<file path="config.mk">
export PLATFORM = sky130hd
export DESIGN_NAME = ac1_result_drain
export DESIGN_NICKNAME = d
export VERILOG_FILES = /design/src/rtl/ac1_result_drain.sv
export SDC_FILE = /design/constraint.sdc
export NUM_CORES = 1
export LEC_CHECK = 0
export BUFFER_PORTS_ARGS = -buffer_cell sky130_fd_sc_hd__buf_2
export CORE_MARGIN = 5
export CORE_UTILIZATION = 35
export CTS_CLUSTER_SIZE = 10
export DETAILED_ROUTE_END_ITERATION = 10
export GPL_TIMING_DRIVEN = 0
export SETUP_SLACK_MARGIN = 0.05
export SYNTH_ARGS = -nofsm -noshare
export SYNTH_HDL_FRONTEND = slang
export SYNTH_SLANG_ARGS = --single-unit
</file>
<file path="constraint.sdc">
create_clock -name clk -period 6 [get_ports clk]
set_clock_uncertainty 0.05 [all_clocks]
set_input_delay 0.6 -clock clk [delete_from_list [all_inputs] [get_ports clk]]
set_output_delay 0.6 -clock clk [all_outputs]
set_load 0.005 [all_outputs]
</file>
<file path="src/rtl/ac1_result_drain.sv">
// ---------------------------------------------------------------------------
// ac1_result_drain
//
// Output side of the AC1 accumulator. On every accumulation-window boundary
// (sel_cl_en) the finished AC1 count on acc_in is captured into a small FIFO.
// A valid/ready handshake then hands the counts to a downstream consumer, so
// continuous mode never has to stall AC1 while the consumer is busy.
//
// Ports
//   clk        in   1        single clock, rising edge
//   rst        in   1        asynchronous, active-high reset
//   start      in   1        pulse: IDLE -> RUN, clears ovf and res_cnt
//   stop       in   1        pulse: RUN -> FLUSH, stop capturing, drain
//   acc_in     in   W        current AC1 register value
//   sel_cl_en  in   1        window boundary, acc_in holds the finished count
//   out_data   out  W        result at FIFO head (0 when empty)
//   out_valid  out  1        out_data is valid
//   out_ready  in   1        consumer accepts on out_valid && out_ready
//   busy       out  1        FSM is not IDLE
//   done       out  1        one-cycle pulse on FLUSH -> IDLE
//   ovf        out  1        sticky: a result was dropped on a full FIFO
//   fifo_cnt   out  PW+1     FIFO occupancy
//   res_cnt    out  CW       results pushed since start, wraps
//
// State table
//   state | meaning
//   IDLE  | inactive, boundaries ignored, FIFO empty
//   RUN   | capturing a result on every sel_cl_en
//   FLUSH | no capture, waiting for the FIFO to drain
// ---------------------------------------------------------------------------
module ac1_result_drain #(
    parameter int M     = 16,
    parameter int DEPTH = 4,
    parameter int CW    = 8,
    localparam int W    = $clog2(M) + 1,
    localparam int PW   = $clog2(DEPTH)
) (
    input  logic          clk,
    input  logic          rst,
    input  logic          start,
    input  logic          stop,
    input  logic [W-1:0]  acc_in,
    input  logic          sel_cl_en,
    output logic [W-1:0]  out_data,
    output logic          out_valid,
    input  logic          out_ready,
    output logic          busy,
    output logic          done,
    output logic          ovf,
    output logic [PW:0]   fifo_cnt,
    output logic [CW-1:0] res_cnt
);

    typedef enum logic [1:0] {
        S_IDLE  = 2'd0,
        S_RUN   = 2'd1,
        S_FLUSH = 2'd2
    } state_t;

    localparam logic [PW:0]   FULL_CNT = DEPTH[PW:0];
    localparam logic [PW:0]   CNT_ONE  = 1;
    localparam logic [PW:0]   PTR_ONE  = 1;
    localparam logic [CW-1:0] RES_ONE  = 1;

    state_t        state_q;
    logic          busy_q;
    logic          done_q;
    logic          ovf_q;
    logic [CW-1:0] res_cnt_q;

    // Pointers carry one extra wrap bit so full and empty are distinguishable
    // and the occupancy is a plain subtraction.
    logic [PW:0]   wr_ptr_q, wr_ptr_d;
    logic [PW:0]   rd_ptr_q, rd_ptr_d;
    logic [W-1:0]  mem_q [DEPTH];

    logic          push_req;
    logic          pop;
    logic          full;
    logic          push_ok;
    logic          drop;

    // -----------------------------------------------------------------------
    // FIFO status and handshake. out_valid depends on registered pointers
    // only, so there is no combinational path from out_ready to out_valid.
    // -----------------------------------------------------------------------
    assign fifo_cnt  = wr_ptr_q - rd_ptr_q;
    assign out_valid = (wr_ptr_q != rd_ptr_q);
    assign out_data  = out_valid ? mem_q[rd_ptr_q[PW-1:0]] : '0;

    always_comb begin
        push_req = (state_q == S_RUN) && sel_cl_en;
        pop      = out_valid && out_ready;
        full     = (fifo_cnt == FULL_CNT);
        // A full FIFO still takes a push when the head leaves in the same
        // cycle; only a push with no room at all is dropped.
        push_ok  = push_req && (!full || pop);
        drop     = push_req && full && !pop;
    end

    always_comb begin
        wr_ptr_d = wr_ptr_q;
        rd_ptr_d = rd_ptr_q;
        if (push_ok) begin
            wr_ptr_d = wr_ptr_q + PTR_ONE;
        end
        if (pop) begin
            rd_ptr_d = rd_ptr_q + PTR_ONE;
        end
    end

    // -----------------------------------------------------------------------
    // FIFO storage and pointers
    // -----------------------------------------------------------------------
    always_ff @(posedge clk or posedge rst) begin
        if (rst) begin
            wr_ptr_q <= '0;
            rd_ptr_q <= '0;
            for (int i = 0; i < DEPTH; i++) begin
                mem_q[i] <= '0;
            end
        end else begin
            if (push_ok) begin
                mem_q[wr_ptr_q[PW-1:0]] <= acc_in;
            end
            wr_ptr_q <= wr_ptr_d;
            rd_ptr_q <= rd_ptr_d;
        end
    end

    // -----------------------------------------------------------------------
    // Control FSM with registered status outputs
    // -----------------------------------------------------------------------
    always_ff @(posedge clk or posedge rst) begin
        if (rst) begin
            state_q   <= S_IDLE;
            busy_q    <= 1'b0;
            done_q    <= 1'b0;
            ovf_q     <= 1'b0;
            res_cnt_q <= '0;
        end else begin
            done_q <= 1'b0;
            unique case (state_q)
                S_IDLE: begin
                    if (start) begin
                        state_q   <= S_RUN;
                        busy_q    <= 1'b1;
                        ovf_q     <= 1'b0;
                        res_cnt_q <= '0;
                    end
                end
                S_RUN: begin
                    if (push_ok) begin
                        res_cnt_q <= res_cnt_q + RES_ONE;
                    end
                    if (drop) begin
                        ovf_q <= 1'b1;
                    end
                    // A boundary coinciding with stop is still captured above.
                    if (stop) begin
                        state_q <= S_FLUSH;
                    end
                end
                S_FLUSH: begin
                    // Leave as soon as the last entry goes, including the
                    // cycle where it is being popped.
                    if ((fifo_cnt == '0) || ((fifo_cnt == CNT_ONE) && pop)) begin
                        state_q <= S_IDLE;
                        busy_q  <= 1'b0;
                        done_q  <= 1'b1;
                    end
                end
                default: begin
                    state_q <= S_IDLE;
                    busy_q  <= 1'b0;
                end
            endcase
        end
    end

    assign busy    = busy_q;
    assign done    = done_q;
    assign ovf     = ovf_q;
    assign res_cnt = res_cnt_q;

endmodule

</file>
**After elaboration in Yosys (flattened, before gate mapping)**

Cells that the tools add are included.

- Mux-type cells: 22
- Eq/ne operators: 10
- Order comparisons: 3
- Add/subtract/negate cells: 4
- Bitwise logic cells: 3
- Reductions and logical operators: 18

Operators with widths:

| operator | number |
|---|---|
| bitwise mux 20 bit | 1 |
| two-way mux 5 bit | 4 |
| two-way mux 8 bit | 2 |
| case mux 8 bit (2 select lines) | 1 |
| AND reduction 3 bit | 4 |
| binary-select mux 5 bit (select 2 bit) | 1 |
| demux 5 bit (select 2 bit) | 1 |
| != test 2 bit, second input constant | 5 |
| adder 8 x 1 -> 8 bit, second input constant | 1 |
| logical AND 1 bit | 7 |
| adder 3 x 1 -> 3 bit, second input constant | 2 |
| >= comparator 3 bit, second input constant | 2 |
| two-way mux 1 bit | 6 |
| two-way mux 2 bit | 3 |
| inverter 2 -> 3 bit | 2 |
| case mux 2 bit (3 select lines) | 1 |
| equality test 3 x 1 -> 1 bit, second input constant | 1 |
| equality test 3 bit, second input constant | 1 |
| zero test 3 bit | 1 |
| < comparator 3 x 1 -> 1 bit, second input constant | 1 |
| != test 3 bit | 1 |
| case mux 1 bit (3 select lines) | 1 |
| subtractor 3 bit | 1 |
| equality test 2 x 1 -> 1 bit, second input constant | 1 |
| 7 further kinds | 9 |

- Register bits after elaboration: 39
- Output and inout bits: 20
- Word-level logic and storage cells: 71
- Input bits: 11

**Depth between registers and ports, before layout**

- Depth after elaboration: 7
- Depth in mapped cells: 8
- Mapped depth without buffers: 7

**Least setup slack after synthesis**

Ideal clock, no wire load.

- Kind: register to register
- Start point: register wr_ptr_q[0]
- End point: register mem_q[0] (netlist bit)
- Setup time: 125 ps
- Cell stages (with the launch flop): 9
- Data arrival time: 2104 ps
- Path buffers: 1
- Path slack: 3721 ps
- Clock period less this slack: 2279 ps
- Required time: 5825 ps
- Cells stage by stage: dfrtp_1 -> inv_1 -> ha_1 -> fa_1 -> and3_1 -> nand3_1 -> buf_6 -> nand3_4 -> mux2_4

- Word-level cells in the longest chain between the ends: 6
- Elaborated cells on any way between the ends: 14
- Classes of those cells: add/sub (1); order compare (2); eq/ne (2); mux (3); bitwise (1); reduce/logical (5)

Ends and longest elaborated chain:

| element | line | source |
|---|---|---|
| start: declaration | 73 | `logic [PW:0] wr_ptr_q, wr_ptr_d;` |
| start signal: assignment | 126 | `wr_ptr_q <= wr_ptr_d;` |
| inverter 2 -> 3 bit (implied by the code) | 124 | `mem_q[wr_ptr_q[PW-1:0]] <= acc_in;` |
| >= comparator 3 bit (implied by the code) / < comparator 3 x 1 -> 1 bit (equally long branches) | 124 |  |
| logical AND 1 bit (implied by the code) | 124 |  |
| two-way mux 5 bit (implied by the code) | 124 |  |
| demux 5 bit (select 2 bit) | 124 |  |
| bitwise mux 20 bit | 124 |  |
| end signal: indexed assignment | 124 |  |
| end: declaration | 75 | `logic [W-1:0] mem_q [DEPTH];` |

Parallel ways exist; a longest one is shown, timed or not.
A chain may end at the register's enable or synchronous reset.

**Worst setup path in the final report**

- Start point: register rd_ptr_q[1]
- End point: output out_data[2]

- Word-level cells in the longest chain between the ends: 5
- Elaborated cells on any way between the ends: 6
- Classes of those cells: eq/ne (1); mux (4); bitwise (1)

Ends and longest elaborated chain:

| element | line | source |
|---|---|---|
| start: declaration | 74 | `logic [PW:0] rd_ptr_q, rd_ptr_d;` |
| start signal: assignment | 127 | `rd_ptr_q <= rd_ptr_d;` |
| inverter 2 -> 3 bit (implied by the code) | 89 | `assign out_data = out_valid ? mem_q[rd_ptr_q[PW-1:0]] : '0;` |
| binary-select mux 5 bit (select 2 bit) | 89 |  |
| two-way mux 5 bit (implied by the code) (2 in series) | 89 |  |
| two-way mux 5 bit (*) | 89 |  |
| end: declaration | 44 | `output logic [W-1:0] out_data,` |

Mark *: on every way between the ends. The rest lies on a longest branch, timed or not. The select of a mux whose other input is x is not followed.

==> reports/metrics.csv <==
stage;metric;value;unit
floorplanning;dieArea;7632;sq um
pwr;ir_worst_vdd;228.7;uV
worst_setup_path;required;5.35;ns
worst_setup_path;r2r-end;mem_q[5]$_DFFE_PP0P_;
pwr;p_leak;1.178;nW
logic_synthesis;synth_top_area_share;46.59;%
clock_network;cts_tree;done;
floorplanning;initial_core_util;35.59;%
floorplanning;core;5886;sq um
floorplanning;io_pins;31;
global_routing;grt_pass1_wl;6782;um
worst_setup_path;crit_arrival;2.04;ns
logic_synthesis;synth_cell_types;35;
route;ant_nets;0;
logic_synthesis;seq_area_frac_synth;46.59;%
clock_network;ctsRootBufferMaster;clkbuf_8;
clock_network;cts_hold_buf;0;
route;wirelength;3981;um
clock_network;worst_skew_pair.late_latency;0.29;ns
status;outcome;finished clean;
logic_synthesis;synthFlopType;dfrtp_1;
route;drtIter0Drc;54;
global_routing;grt_pass1_vias;1373;
timing;final-setup-viol-count;0;
logic_synthesis;synth_top_area_cell;dfrtp_1;
logic_synthesis;synthTopCellsByArea;dfrtp_1 47%, mux2_2 9.1%, mux4_2 5.4%;
route;drc;0;
logic_synthesis;yosysMostFrequentCell;dfrtp_1;
worst_setup_path;critPathLaunchType;flip-flop;
clock_network;cts_buffers;5;
clock_network;clkSinkCount;39;
global_routing;grt_usage;11.59;%
final_layout;multi_input_area;1035;sq um
final_layout;final_util;41.18;%
logic_synthesis;syn_nets;191;
logic_synthesis;syn_avg_cell_area;12.25;sq um
placement;gp_congestion;0.7398;
clock_network;path_clk_slew;0.08;ns
worst_setup_path;r2r-start;wr_ptr_q[0]$_DFFE_PP0N_;
placement;io_buffers;30;
logic_synthesis;synth_commonest_cells;39 x dfrtp_1, 17 x mux2_2, 14 x nand3_1, 12 x nand2_1, 10 x inv_1;
worst_setup_path;crit_fanout;8;
worst_setup_path;path_class;flip-flop to output pin;
logic_synthesis;ys_seq_elements;39;
final_layout;final_layout_size_suffix_gt1_share;35.89;%
global_routing;antenna_found_initial;0;
global_routing;grt_max_degree;40;
route;viasPerCell;4.919;
timing;fmax;372.4;MHz
clock_network;ctsResizeCount;0;
worst_setup_path;end_kind;output pin;
final_layout;area_delta_synth_final;15.71;%
worst_setup_path;reg2reg_depth;7;
job;maxCapViolCount;0;
final_layout;n_fill_cell;564;
final_layout;nNetsFinal;228;
clock_network;h-tree-depth;2;
floorplanning;die_w;87.36;um
final_layout;regArea;975.9;sq um
timing;relSlewSlack;45.26;%
floorplanning;rows;28;
timing;drv_slew;0;
timing;hold_viol;0;
timing;tns;0;ns
clock_network;cts_max_path_buffers;2;
timing;rsz0062_at_grt;no;
route;wl_per_cell;14.02;um
logic_synthesis;synth-edff-count;0;
timing;period_minus_slack;2.685;ns
hold_path;hp-class;input pin to asynchronous set/reset pin;
timing;period_share;44.75;%
route;vias;1397;
worst_setup_path;worst-r2r-setup-slack;3.48;ns
logic_synthesis;synth_area;2095;sq um
clock_network;postCtsSetupRepairBufs;0;
timing;worst_slew_pin_slew;0.8198;ns
logic_synthesis;syn_inst;171;
final_layout;diodes;0;
pwr;power.density;523.5;nW/um^2
floorplanning;chipHeight;87.36;um
route;dr.pass1.iters;4;
placement;dpl.hpwl;2893;um
logic_synthesis;yosysWarnings;0;
global_routing;grt_overflow;0;
logic_synthesis;async_flop_share;100.0;%
==> final cells by class <==
type                    count  area share (%)
well taps                  75           3.872
flip-flops and latches     39           40.27
inverters                  10           1.549
repair buffers             30           6.195
multi-input cells         116           42.69
plain buffers               6           1.910
clock buffers               6           2.994
clock inverters             2          0.5163
==> power breakdown <==
| part | internal (mW) | switching (mW) | total (mW) |
|---|---|---|---|
| clock | 0.0813 | 0.0939 | 0.175 |
| sequential | 0.369 | 0.0710 | 0.440 |
| combinational | 0.349 | 0.305 | 0.654 |
==> per-stage QoR <==
step	hold WS (ns)	area [sq um]	setup WS, ns	power [mW]	cells
final	0.4139	2424	3.315	1.269	284
after global routing	0.4615	2424	3.127	1.381	284
after CTS	0.4495	2424	3.266	1.288	284
after detailed placement	0.4294	2338	3.473	1.109	276
after global placement	0.4157	2338	3.482	1.098	276
after floorplan	0.4078	2095	3.721	0.9182	171
==> critical path, stage by stage (launching register included) <==
cell and delay [ns]:
dfrtp_1 0.40, clkbuf_1 0.35, inv_1 0.10, ha_1 0.31
nand3_1 0.23, and2_1 0.23, buf_2 0.12
==> flip-flops by register name, summed over array words and instances (netlist names) <==
| signal | count |
|---|---|
| rd_ptr_q | 3 |
| done | 1 |
| busy | 1 |
| ovf | 1 |
| mem_q | 20 |
| wr_ptr_q | 3 |
| res_cnt | 8 |
| state_q | 2 |
==> kinds of logic after synthesis <==
| kind of cell | Yosys count | synth area share, % |
|---|---|---|
| simple gates | 52 | 13.68 |
| fa+ha+maj | 9 | 5.735 |
| compound gates | 15 | 5.197 |
| flops | 39 | 46.60 |
| xor+xnor | 7 | 3.823 |
| mux | 33 | 20.97 |
| buf+inv | 16 | 4.002 |
==> layout by cell type, fill, tap and decap left out, types with 2 or more instances in the layout <==
cell type,instances
nor2b_1,2
o21ai_0,2
a21oi_1,5
clkbuf_8,5
nand3_4,2
xnor2_1,5
nand2_1,12
clkbuf_1,3
inv_1,9
nand3_1,14
mux2_2,17
nor3_1,2
mux2_4,5
mux2i_1,6
nand4_1,2
buf_2,31
ha_1,8
mux4_2,5
o21a_1,2
and2_1,6
buf_6,3
dfrtp_1,39
nor2_1,5
and3_1,4
==> how the worst max path moves through the flow <==
stage | end | cells after the start | startpoint | slack (ns)
3_3_place_gp | mem_q[5]$_DFFE_PP0P_ | 7 | wr_ptr_q[0]$_DFFE_PP0N_ | 3.48
6_report | out_data[2] | 6 | rd_ptr_q[1]$_DFFE_PP0P_ | 3.31
5_1_grt | out_data[2] | 6 | rd_ptr_q[1]$_DFFE_PP0P_ | 3.13
3_5_place_dp | mem_q[5]$_DFFE_PP0P_ | 7 | wr_ptr_q[0]$_DFFE_PP0N_ | 3.47
2_1_floorplan | mem_q[0]$_DFFE_PP0P_ | 8 | wr_ptr_q[0]$_DFFE_PP0N_ | 3.72
4_1_cts | out_data[2] | 6 | rd_ptr_q[1]$_DFFE_PP0P_ | 3.27
==> metal layers <==
metal | wire length (um) | GRT usage, % | vias to the layer above | part of all wire (%)
li1 | - | - | 678 | -
met1 | 1795 | 15.01 | 698 | 45
met2 | 1978 | 18.29 | 15 | 50
met3 | 124 | 2.649 | 6 | 3.1
met4 | 82 | 5.439 | 0 | 2.1
met5 | 0 | 0 | - | 0
(Power assumes the default switching activity.)
